==> config.mk <==
export PLATFORM = sky130hd
export DESIGN_NAME = ifetch_ctrl
export DESIGN_NICKNAME = d
export VERILOG_FILES = /design/src/rtl/manquehuito_pkg.sv /design/src/rtl/fetch_fifo.sv /design/src/rtl/ifetch_ctrl.sv
export SDC_FILE = /design/constraint.sdc
export NUM_CORES = 1
export LEC_CHECK = 0
export CAP_MARGIN = 20
export CORE_MARGIN = 1.5
export CORE_UTILIZATION = 49
export CTS_CLUSTER_DIAMETER = 60
export CTS_CLUSTER_SIZE = 25
export DETAILED_ROUTE_END_ITERATION = 10
export PLACE_DENSITY = 0.79
export SLEW_MARGIN = 20
export SYNTH_ARGS = -nofsm -noshare
export SYNTH_HDL_FRONTEND = slang
export SYNTH_SLANG_ARGS = --single-unit
==> constraint.sdc <==
create_clock -name clk_i -period 4.1 [get_ports clk_i]
set_input_delay 1.025 -clock clk_i [delete_from_list [all_inputs] [get_ports clk_i]]
set_output_delay 1.025 -clock clk_i [all_outputs]
set_load 0.05 [all_outputs]
==> src/rtl/manquehuito_pkg.sv <==
// Shared types and constants for the fetch path: address type, instruction width,
// reset address and the queued fetch entry.
package manquehuito_pkg;

    localparam int unsigned INSTR_W = 16;

    typedef logic [7:0] addr_t;

    localparam addr_t RESET_PC = 8'h00;

    typedef struct packed {
        logic [INSTR_W-1:0] instr;
        addr_t              addr;
    } fetch_entry_t;

endpackage

==> src/rtl/fetch_fifo.sv <==
// Two-entry FIFO of fetched instructions with flush; head is shown combinationally.
module fetch_fifo
    import manquehuito_pkg::*;
(
    input  logic         clk,
    input  logic         rst,
    input  logic         push,
    input  logic         pop,
    input  logic         flush,
    input  fetch_entry_t wdata,
    output logic [1:0]   count,
    output logic         head_valid,
    output fetch_entry_t head
);

    fetch_entry_t mem_q [2];
    logic         wr_ptr_q;
    logic         rd_ptr_q;
    logic [1:0]   count_q;
    logic         pop_eff;

    assign pop_eff    = pop & (count_q != 2'd0);
    assign count      = count_q;
    assign head_valid = (count_q != 2'd0);
    assign head       = mem_q[rd_ptr_q];

    // When full, a simultaneous push/pop writes the slot being vacated by the head.
    always_ff @(posedge clk) begin
        if (rst) begin
            count_q  <= 2'd0;
            wr_ptr_q <= 1'b0;
            rd_ptr_q <= 1'b0;
            mem_q[0] <= '0;
            mem_q[1] <= '0;
        end else if (flush) begin
            count_q  <= 2'd0;
            wr_ptr_q <= 1'b0;
            rd_ptr_q <= 1'b0;
        end else begin
            if (push) begin
                mem_q[wr_ptr_q] <= wdata;
                wr_ptr_q        <= ~wr_ptr_q;
            end
            if (pop_eff) begin
                rd_ptr_q <= ~rd_ptr_q;
            end
            count_q <= count_q + {1'b0, push} - {1'b0, pop_eff};
        end
    end

    always @(posedge clk) begin
        if (!rst && !flush && push && !pop_eff) begin
            assert (count_q != 2'd2);
        end
    end

endmodule

==> src/rtl/ifetch_ctrl.sv <==
// Instruction-fetch controller: drives ROM from the PC, stalls/redirects the PC through
// its load port, and queues returned instructions for the decoder.
module ifetch_ctrl #(
    parameter int unsigned INSTR_W  = 16,
    parameter logic [7:0]  RESET_PC = 8'h00
) (
    input  logic               clk_i,
    input  logic               rst_i,
    input  logic [7:0]         pc_i,
    output logic               pc_load_o,
    output logic [7:0]         pc_im_o,
    output logic [7:0]         imem_addr_o,
    input  logic [INSTR_W-1:0] imem_rdata_i,
    input  logic               jmp_i,
    input  logic [7:0]         jmp_target_i,
    output logic               instr_valid_o,
    input  logic               instr_ready_i,
    output logic [INSTR_W-1:0] instr_o,
    output logic [7:0]         instr_pc_o
);

    import manquehuito_pkg::*;

    logic         pop;
    logic         issue;
    logic [2:0]   occupancy;
    logic         inflight_q;
    addr_t        inflight_addr_q;
    logic [1:0]   count;
    logic         head_valid;
    fetch_entry_t head;
    fetch_entry_t wentry;

    assign imem_addr_o = pc_i;
    assign pop         = instr_valid_o & instr_ready_i;

    // Slots already committed (queued + in flight) after this cycle's pop.
    always_comb begin
        occupancy = {1'b0, count} + {2'b00, inflight_q} - {2'b00, pop};
        issue     = (occupancy < 3'd2) && !jmp_i && !rst_i;
    end

    always_comb begin
        pc_load_o = 1'b1;
        pc_im_o   = pc_i;
        if (rst_i) begin
            pc_im_o = RESET_PC;
        end else if (jmp_i) begin
            pc_im_o = jmp_target_i;
        end else if (issue) begin
            pc_load_o = 1'b0;
        end
    end

    always_ff @(posedge clk_i) begin
        if (rst_i) begin
            inflight_q      <= 1'b0;
            inflight_addr_q <= '0;
        end else begin
            inflight_q <= issue;
            if (issue) begin
                inflight_addr_q <= pc_i;
            end
        end
    end

    always_comb begin
        wentry.instr = imem_rdata_i;
        wentry.addr  = inflight_addr_q;
    end

    fetch_fifo u_fifo (
        .clk        (clk_i),
        .rst        (rst_i),
        .push       (inflight_q & ~jmp_i),
        .pop        (pop & ~jmp_i),
        .flush      (jmp_i),
        .wdata      (wentry),
        .count      (count),
        .head_valid (head_valid),
        .head       (head)
    );

    assign instr_valid_o = head_valid;
    assign instr_o       = head.instr;
    assign instr_pc_o    = head.addr;

endmodule

### Word level (Yosys, flattened, before mapping)

Memory sizes are Yosys's and may differ from the RTL's. A register that Yosys moved wholly into a read port is not among the register bits.
Index checks and enable logic that the tools add are counted.

* bits in writable memories: 48
* memories kept: 1
* logic and storage cells: 41
* flip-flop bits (word level): 13
* bits of input ports: 36
* output and inout bits: 42

* muxes and demuxes: 16
* add/sub/neg operators: 4
* reductions and logical operators: 7
* order comparisons: 1
* bitwise operators: 7

Memories
* u_fifo.mem_q: depth 2, bits a word 24, rd ports 1, clocked after memory_dff 1, wr ports 2, RTL line fetch_fifo.sv:16 `fetch_entry_t mem_q [2];`

Operators with widths (number)
* $mux W24: 1
* $reduce_or A24 Y1: 1
* $mux W8: 2
* $mux W1: 13
* $and A1 B1 Y1: 4
* $add A2 B1 Y3: 1
* $lt A3 B2 Y1 const B: 1
* $not A1 Y1: 3
* $sub A3 B1 Y3: 1
* $add A2 B1 Y2: 1
* $logic_and A1 B1 Y1: 2
* $logic_not A1 Y1: 2
* $reduce_bool A2 Y1: 1
* $reduce_or A2 Y1: 1
* $sub A2 B1 Y2: 1

### Depth between registers and ports, before layout

Gate-level depths: netlist (run 1).

* depth in word-level cells: 9
* gate-level depth with buffers: 9
* depth with buffers taken out: 8

### Hierarchy

From an unflattened synthesis (run 1), not the netlist that was laid out.

* cell total of the unflattened synthesis: 230
* area, all modules: 3007.9 um^2

Modules (own cells, without submodules)
* fetch_fifo: area an instance 2357.3 um^2, seq. area each 1541.5 um^2, instances 1, cells each 158
* ifetch_ctrl: area an instance 650.6 um^2, seq. area each 180.2 um^2, instances 1, cells each 72

### Worst setup path before layout (run 1)

No wires, ideal clock.

* path type: input port to output port
* start point: input port instr_ready_i
* end point: output port pc_load_o
* slack: 0.143 ns
* required time: 3.075 ns
* cell stages on the path: 9
* path buffers: 1
* arrival time: 2.932 ns
* cell sequence: o21ai_0 > inv_1 > ha_1 > nand2b_1 > fa_1 > nor3b_4 > and2_4 > buf_12 > inv_1

* word-level cells in the longest chain between the ends: 8

Ends and longest elaborated chain
* start, declared: RTL line ifetch_ctrl.sv:17 `input logic instr_ready_i,`
* $and A1 B1 Y1: RTL line ifetch_ctrl.sv:35 `assign pop = instr_valid_o & instr_ready_i;`
* $sub A3 B1 Y3: RTL line ifetch_ctrl.sv:39 `occupancy = {1'b0, count} + {2'b00, inflight_q} - {2'b00, pop};`
* $lt A3 B2 Y1: RTL line ifetch_ctrl.sv:40 `issue = (occupancy < 3'd2) && !jmp_i && !rst_i;`
* $logic_and A1 B1 Y1 (2 in series): RTL line ifetch_ctrl.sv:40
* $mux W1: RTL line ifetch_ctrl.sv:50 `end else if (issue) begin`
* $mux W1: RTL line ifetch_ctrl.sv:48 `end else if (jmp_i) begin`
* $mux W1: RTL line ifetch_ctrl.sv:46 `if (rst_i) begin`
* end, declared: RTL line ifetch_ctrl.sv:10 `output logic pc_load_o,`

Every way passes these cells.

### Final worst setup path (run 1)

Same ends and word-level chain as after synthesis.

==> flow_summary.json, run 1 <==
{
  "final_layout_size_suffix_gt1_share_pct": 23.6,
  "crit_chain": "dlymetal6s2s_1 -> o21ai_2 -> inv_1 -> ha_1 -> nand2b_4 -> fa_1 -> nor3b_4 -> and2_4 -> inv_1 -> buf_6",
  "leakagePower_nw": 1.56,
  "fmaxAchievable_ghz": 0.266,
  "wl_mm": 5.46,
  "synth_most_common_cell": "edfxtp_1",
  "grtUsageMet1_pct": 19.7,
  "rsz0062_at_grt": "no",
  "cp_slowest_cell": "fa_1",
  "power_density_nw_per_um2": 349,
  "worst_slack_ns": 0.341,
  "gr-max-usage-layer": "met2",
  "hold_depth": 2,
  "die_w_um": 81.2,
  "internal_power_mw": 1.03,
  "synth_ff_type": "edfxtp_1",
  "path_max_fanout": 2,
  "io_buffer_count": 77,
  "row_count": 28,
  "grtUsageMet3_pct": 6.07,
  "synth_fp_nets": 267,
  "syn_inst": 227,
  "start_util_pct": 50.5,
  "setup_viol": 0,
  "antenna_found_initial": 0,
  "yosys.area.top_type_share_pct": 48.2,
  "cts_buffers": 9,
  "synth-async-reset-ratio_pct": 0,
  "cts_max_level": 3,
  "rr_startpoint": "u_fifo.count[1]",
  "cpMostUsedCell": "inv_1",
  "vdd_drop_max_mv": 0.202,
  "yosys_warnings": 0,
  "dieArea_sq_um": 6590,
  "clock_sinks": 62,
  "synthTopCellsByCount": "edfxtp_1 (48), and2_1 (43), mux2_2 (24)",
  "n_antenna_cell": 0,
  "grt.overflow.total": 0,
  "end_kind": "primary output",
  "cts-root-buf": "clkbuf_8",
  "synthesis.area_sq_um": 2990,
  "grt_max_degree": 31,
  "synth.distinct_cells": 32,
  "clk_pin_slew_worst_paths_ns": 0.06,
  "p_seq_share_pct": 50.8,
  "nNetsFinal": 344,
  "path_class": "in2out",
  "avgSynthCellArea_sq_um": 13.2,
  "worstMarginPinSlew_ns": 0.679,
  "syn_to_final_growth_pct": 35.1,
  "min_from": "inflight_addr_q[0]",
  "r2r_setup_slack_ns": 1.82,
  "final_max_slew_viol_count": 0,
  "yosys.area.top_type": "edfxtp_1",
  "drt_first_pass_iters": 4,
  "post-place-ws_ns": -0.00213,
  "post-dp-hpwl_mm": 3.79,
  "netlist_top_cells_area": "edfxtp_1 (48%), dfxtp_1 (9.4%), mux2_2 (9.0%)",
  "clockBufferDepth": 2,
  "clkPwrFrac_pct": 29.8,
  "outcome": "completed",
  "pin_count": 78,
  "core_area_sq_um": 5920,
  "vias": 1925,
  "fill_cells": 456,
  "switching_power_uw": 378,
  "reg2reg_depth": 9,
  "hold_end": "inflight_addr_q[0]",
  "p_sw_share_pct": 26.8,
  "wl_per_cell_um": 14.2,
  "clock_skew_ns": 0.00280,
  "cpPeakStageDelay_ns": 0.50,
  "power_frac_comb_pct": 19.4,
  "yosysSeqAreaShare_pct": 57.5,
  "routed_via_density": 5.01,
  "ant_nets": 0,
  "grt_first_pass_wirelength_mm": 8.71,
  "use_met2_pct": 32.7,
  "drt-initial-drc-count": 61,
  "final-hold-violation-count": 0,
  "finalCritPeriodShare_pct": 91.7,
  "grt_usage_pct": 18.0,
  "ys_ff_latch": 62,
  "layout_min_cycle_time_ns": 3.76,
  "synth_edf_count": 48,
  "hp-class": "reg2reg",
  "grt_pass1_vias": 1906,
  "worst_setup_path_start_kind": "input port",
  "cp.required_ns": 3.07,
  "rr_endpoint": "inflight_addr_q[5]",
  "die_h_um": 81.2,
  "ctsHoldBuffers": 0,
  "gp_congestion": 0.720,
  "cts_tree": "done",
  "fin_util_pct": 68.3,
  "slew_headroom_pct": 54.6,
  "cp.arrival_ns": 2.73,
  "drcViolationCount": 0,
  "maxCapViolations": 0,
  "clock_latency_ns": 0.31
}
kinds of logic (layout without fill, tap and decap cells):
group | after synthesis | count (layout) | synth area share [%]
AOI/OAI and AO/OA | 10 | 10 | 4.22
xor gates and xnor gates | 5 | 5 | 1.71
adders and majority gates | 4 | 4 | 1.92
buffers and inverters | 33 | 115 | 6.44
DFF | 62 | 62 | 57.5
muxes | 32 | 32 | 11.7
and+or+nand+nor | 81 | 81 | 16.5
timing repair:
item | 4_1_cts | 5_1_grt
gates resized for setup | 1 | 4
pin swaps | 0 | 2
buffers inserted | 0 | 1
setup endpoints to repair | 1 | 1
cell usage in the layout, fill, tap and decap left out, types with 2 or more instances in the layout:
cell | Yosys | routed
o31ai_4 | 2 | 2
buf_4 | 9 | 11
nor2_1 | 10 | 10
buf_12 | 1 | 8
clkinv_2 | 0 | 2
o21ai_2 | 1 | 2
mux2_2 | 24 | 24
inv_1 | 11 | 11
nor3_1 | 3 | 3
edfxtp_1 | 48 | 48
clkbuf_8 | 0 | 9
nand2b_1 | 4 | 3
ha_1 | 3 | 3
clkdlybuf4s50_1 | 0 | 67
o31ai_2 | 5 | 5
and2_1 | 43 | 43
xnor2_1 | 3 | 3
dfxtp_1 | 14 | 14
nor4_1 | 7 | 7
clkinv_1 | 0 | 3
mux2i_1 | 8 | 8
nand3_1 | 8 | 8
or2_2 | 2 | 2
final cells by class:
type | instances | area [sq um] | share of cell area (%)
repair buffers | 88 | 937 | 23.2
multi-input cells | 132 | 1090 | 27.0
flip-flops and latches | 62 | 1720 | 42.6
clock buffers | 10 | 128 | 3.16
well taps | 75 | 93.8 | 2.32
clock inverters | 6 | 28.8 | 0.712
inverters | 11 | 41.3 | 1.02
worst max-delay path, delay by kind of cell:
kind	cells	cell delay [ns]
AO/OA/AOI/OAI	1	0.06
AND/OR/NAND/NOR	3	0.50
buffers and inverters	4	0.37
adder cells (fa/ha/maj)	2	0.77
sequential cells by signal, indices dropped and copies added (netlist names), named ones only:
| name | count |
|---|---|
| inflight_addr_q | 8 |
| u_fifo.mem_q | 48 |
| u_fifo.wr_ptr_q | 1 |
| inflight_q | 1 |
| u_fifo.rd_ptr_q | 1 |
| u_fifo.count | 2 |
metrics by stage:
stage | power (mW) | hold slack, ns | setup TNS, ns | area, sq um | std cells
after floorplan | 0.896 | 0.457 | 0 | 2990 | 227
after global placement | 0.999 | 0.479 | 0 | 3860 | 367
after detailed placement | 1.00 | 0.483 | -0.00213 | 3860 | 367
after CTS | 1.43 | 0.494 | 0 | 4020 | 383
after global routing | 1.47 | 0.529 | 0 | 4040 | 384
final | 1.41 | 0.495 | 0 | 4040 | 384
how the worst max path moves through the flow:
stage / start / end / slack (ns) / cells after the start
detailed placement: instr_ready_i / pc_load_o / -0.002 / 10
finish: instr_ready_i / pc_load_o / 0.34 / 10
global route: instr_ready_i / pc_load_o / 0.23 / 10
floorplan: instr_ready_i / pc_load_o / 0.14 / 9
CTS: instr_ready_i / pc_load_o / 0.02 / 10
global placement: instr_ready_i / pc_load_o / 0.04 / 10
power by group through the flow:
| stage | clock network (mW) | logic, mW | registers, mW |
|---|---|---|---|
| 2_1_floorplan | 0 | 0.170 | 0.727 |
| 3_3_place_gp | 0 | 0.271 | 0.728 |
| 3_5_place_dp | 0 | 0.273 | 0.729 |
| 4_1_cts | 0.435 | 0.275 | 0.716 |
| 5_1_grt | 0.467 | 0.288 | 0.719 |
| 6_report | 0.421 | 0.273 | 0.716 |
metal layers:
metal | wire length (um) | vias up
li1 | - | 944
met1 | 2240 | 929
met2 | 2880 | 48
met3 | 315 | 4
met4 | 31 | 0
met5 | 0 | -
No activity file was read; power rests on OpenSTA's default activity.
==> inputs of run 2 (changes only) <==
--- a/config.mk
+++ b/config.mk
@@ -7,11 +7,12 @@
 export LEC_CHECK = 0
 export CAP_MARGIN = 20
 export CORE_MARGIN = 1.5
-export CORE_UTILIZATION = 49
+export CORE_UTILIZATION = 50
+export CTS_BUF_LIST = sky130_fd_sc_hd__clkbuf_4 sky130_fd_sc_hd__clkbuf_8
 export CTS_CLUSTER_DIAMETER = 60
 export CTS_CLUSTER_SIZE = 25
 export DETAILED_ROUTE_END_ITERATION = 10
-export PLACE_DENSITY = 0.79
+export PLACE_DENSITY = 0.81
 export SLEW_MARGIN = 20
 export SYNTH_ARGS = -nofsm -noshare
 export SYNTH_HDL_FRONTEND = slang
==> constraint.sdc (replaced) <==
create_clock -name clk_i -period 4.2 [get_ports clk_i]
set_input_delay 1.05 -clock clk_i [delete_from_list [all_inputs] [get_ports clk_i]]
set_output_delay 1.05 -clock clk_i [all_outputs]
set_load 0.05 [all_outputs]
==> run 2 against run 1 <==
Critical endpoint unchanged. Count of clock-buffer cells in the layout up 2. Wire length rose by 1.9%. Critical path depth stayed put.
==> flow_summary.json, run 2 (same netlist as run 1, synthesis figures left out) <==
{
  "hp-class": "reg2reg",
  "r2r_setup_slack_ns": 1.85,
  "path_class": "in2out",
  "gp_congestion": 0.707,
  "io_buffer_count": 77,
  "cts_max_level": 3,
  "drcViolationCount": 0,
  "post-place-ws_ns": 0.0569,
  "worst_setup_path_start_kind": "input port",
  "wl_mm": 5.56,
  "path_max_fanout": 2,
  "leakagePower_nw": 1.57,
  "fin_util_pct": 72.1,
  "rr_startpoint": "u_fifo.count[1]",
  "power_density_nw_per_um2": 362,
  "fmaxAchievable_ghz": 0.242,
  "switching_power_uw": 379,
  "grt_max_degree": 25,
  "grt_pass1_vias": 1911,
  "multiInputGateArea_sq_um": 1080,
  "final_cell_area_sq_um": 4070,
  "slew_headroom_pct": 53.6,
  "fill_cells": 402,
  "n_antenna_cell": 0,
  "core_area_sq_um": 5640,
  "post-dp-hpwl_mm": 3.82,
  "row_count": 27,
  "syn_to_final_growth_pct": 35.9,
  "power.total_mw": 1.47,
  "grt_first_pass_wirelength_mm": 8.88,
  "cp.required_ns": 3.15,
  "p_seq_share_pct": 47.4,
  "routed_via_density": 4.99,
  "die_w_um": 80.4,
  "antenna_found_initial": 0,
  "die_h_um": 80.4,
  "layout_commonest_cell": "clkdlybuf4s50_1",
  "final_max_slew_viol_count": 0,
  "drt-initial-drc-count": 79,
  "crit_start": "instr_ready_i",
  "regMostFlops": "u_fifo.mem_q",
  "worst_slack_ns": 0.0669,
  "cts-root-buf": "clkbuf_8",
  "end_kind": "primary output",
  "vias": 1905,
  "clock_sinks": 62,
  "drt_first_pass_iters": 4,
  "clockBufferDepth": 2,
  "cts_buffers": 9,
  "largest_register_ff_count": 48,
  "dieArea_sq_um": 6460,
  "clock_skew_ns": 0.00837,
  "p_sw_share_pct": 25.7,
  "place_area_sq_um": 3870,
  "crit_path_end": "pc_load_o",
  "maxCapViolations": 0,
  "start_util_pct": 53.0,
  "cp.arrival_ns": 3.08,
  "holdWs_ns": 0.492,
  "pin_count": 78,
  "clock_latency_ns": 0.33,
  "grt.overflow.total": 0,
  "rr_endpoint": "inflight_addr_q[4]",
  "cts_tree": "done",
  "final_cell_mix": "clkdlybuf4s50_1 (68), edfxtp_1 (48), and2_1 (43), mux2_2 (24), dfxtp_1 (14)",
  "vdd_drop_max_mv": 0.184,
  "wl_per_cell_um": 14.6,
  "clkPwrFrac_pct": 34.5,
  "internal_power_mw": 1.09,
  "worstMarginPinSlew_ns": 0.694,
  "grt_usage_pct": 18.6,
  "reg2reg_depth": 10,
  "outcome": "completed",
  "final-hold-violation-count": 0,
  "nNetsFinal": 345,
  "cts.repair.resized": 0,
  "power_frac_comb_pct": 18.1,
  "finalCritPeriodShare_pct": 98.4,
  "clk_pin_slew_worst_paths_ns": 0.07,
  "layout_min_cycle_time_ns": 4.13,
  "seq_area_sq_um": 1720,
  "final_layout_size_suffix_gt1_share_pct": 24.5,
  "ant_nets": 0,
  "setup_viol": 0
}
## run 2: cell count changes in the layout (fill, tap and decap cells not counted)
cell	delta
buf_4	+2
nand2b_4	-1
clkbuf_1	-1
clkdlybuf4s50_1	+1
o21ai_0	+1
dlymetal6s2s_1	-1
clkbuf_4	+3
nand2b_1	+1
clkinv_1	-3
o21ai_2	-1
bufinv_16	+1
buf_6	-1
## run 2: worst min path at each step
| stage | from | endpoint | slack [ns] | cells after the start |
|---|---|---|---|---|
| global route | inflight_addr_q[0] | inflight_addr_q[0] | 0.52 | 2 |
| CTS | inflight_addr_q[0] | inflight_addr_q[0] | 0.50 | 2 |
| global placement | inflight_addr_q[0] | inflight_addr_q[0] | 0.47 | 2 |
| floorplan | inflight_addr_q[0] | inflight_addr_q[0] | 0.46 | 2 |
| finish | inflight_addr_q[0] | inflight_addr_q[0] | 0.49 | 2 |
| detailed placement | inflight_addr_q[0] | inflight_addr_q[0] | 0.49 | 2 |
## run 2: worst max-delay path, stage by stage
cell and delay [ns]:
clkdlybuf4s50_1 0.44, o21ai_0 0.10, inv_1 0.07, ha_1 0.21, nand2b_1 0.15, fa_1 0.49
nor3b_4 0.19, and2_4 0.17, inv_1 0.03, buf_4 0.18
## run 2: metrics by stage
stage	cells	setup TNS, ns
finish	382	0
global placement	365	0
CTS	381	0
global route	382	-0.0135
detailed placement	365	0
floorplan	227	0
## run 2: cell type report
class / instances / share of cell area (%)
Inverter: 11 / 1.02
Clock inverter: 4 / 1.17
Clock buffer: 12 / 3.60
Timing Repair Buffer: 89 / 23.1
Sequential cell: 62 / 42.3
Multi-Input combinational cell: 132 / 26.6
Tap cell: 72 / 2.21
## run 2: what timing repair did
action	in CTS	in global routing
hold buffers	0	0
setup buffers	0	1
endpoints found under the setup margin	0	1
## run 2: routing by layer
| metal | vias to the layer above | wire length [um] | track usage [%] |
|---|---|---|---|
| met2 | 50 | 2840 | 31.8 |
| met3 | 9 | 237 | 4.32 |
| met5 | - | 0 | 0 |
| li1 | 944 | - | - |
| met1 | 902 | 2370 | 21.8 |
| met4 | 0 | 113 | 9.48 |
## run 2: power groups by stage
| stage | clock network [mW] | logic, mW | registers, mW |
|---|---|---|---|
| after global routing | 0.539 | 0.282 | 0.702 |
| after detailed placement | 0 | 0.268 | 0.712 |
| after global placement | 0 | 0.265 | 0.710 |
| after floorplan | 0 | 0.166 | 0.709 |
| final | 0.508 | 0.267 | 0.699 |
| after CTS | 0.516 | 0.269 | 0.699 |
==> inputs of run 3 (changes only) <==
--- a/config.mk
+++ b/config.mk
@@ -13,7 +13,7 @@
 export CTS_CLUSTER_SIZE = 25
 export DETAILED_ROUTE_END_ITERATION = 10
 export PLACE_DENSITY = 0.81
-export SLEW_MARGIN = 20
+export SLEW_MARGIN = 25
 export SYNTH_ARGS = -nofsm -noshare
 export SYNTH_HDL_FRONTEND = slang
 export SYNTH_SLANG_ARGS = --single-unit
==> results of run 3 <==
The final DEF is identical to that of run 2; final timing and power are the same.
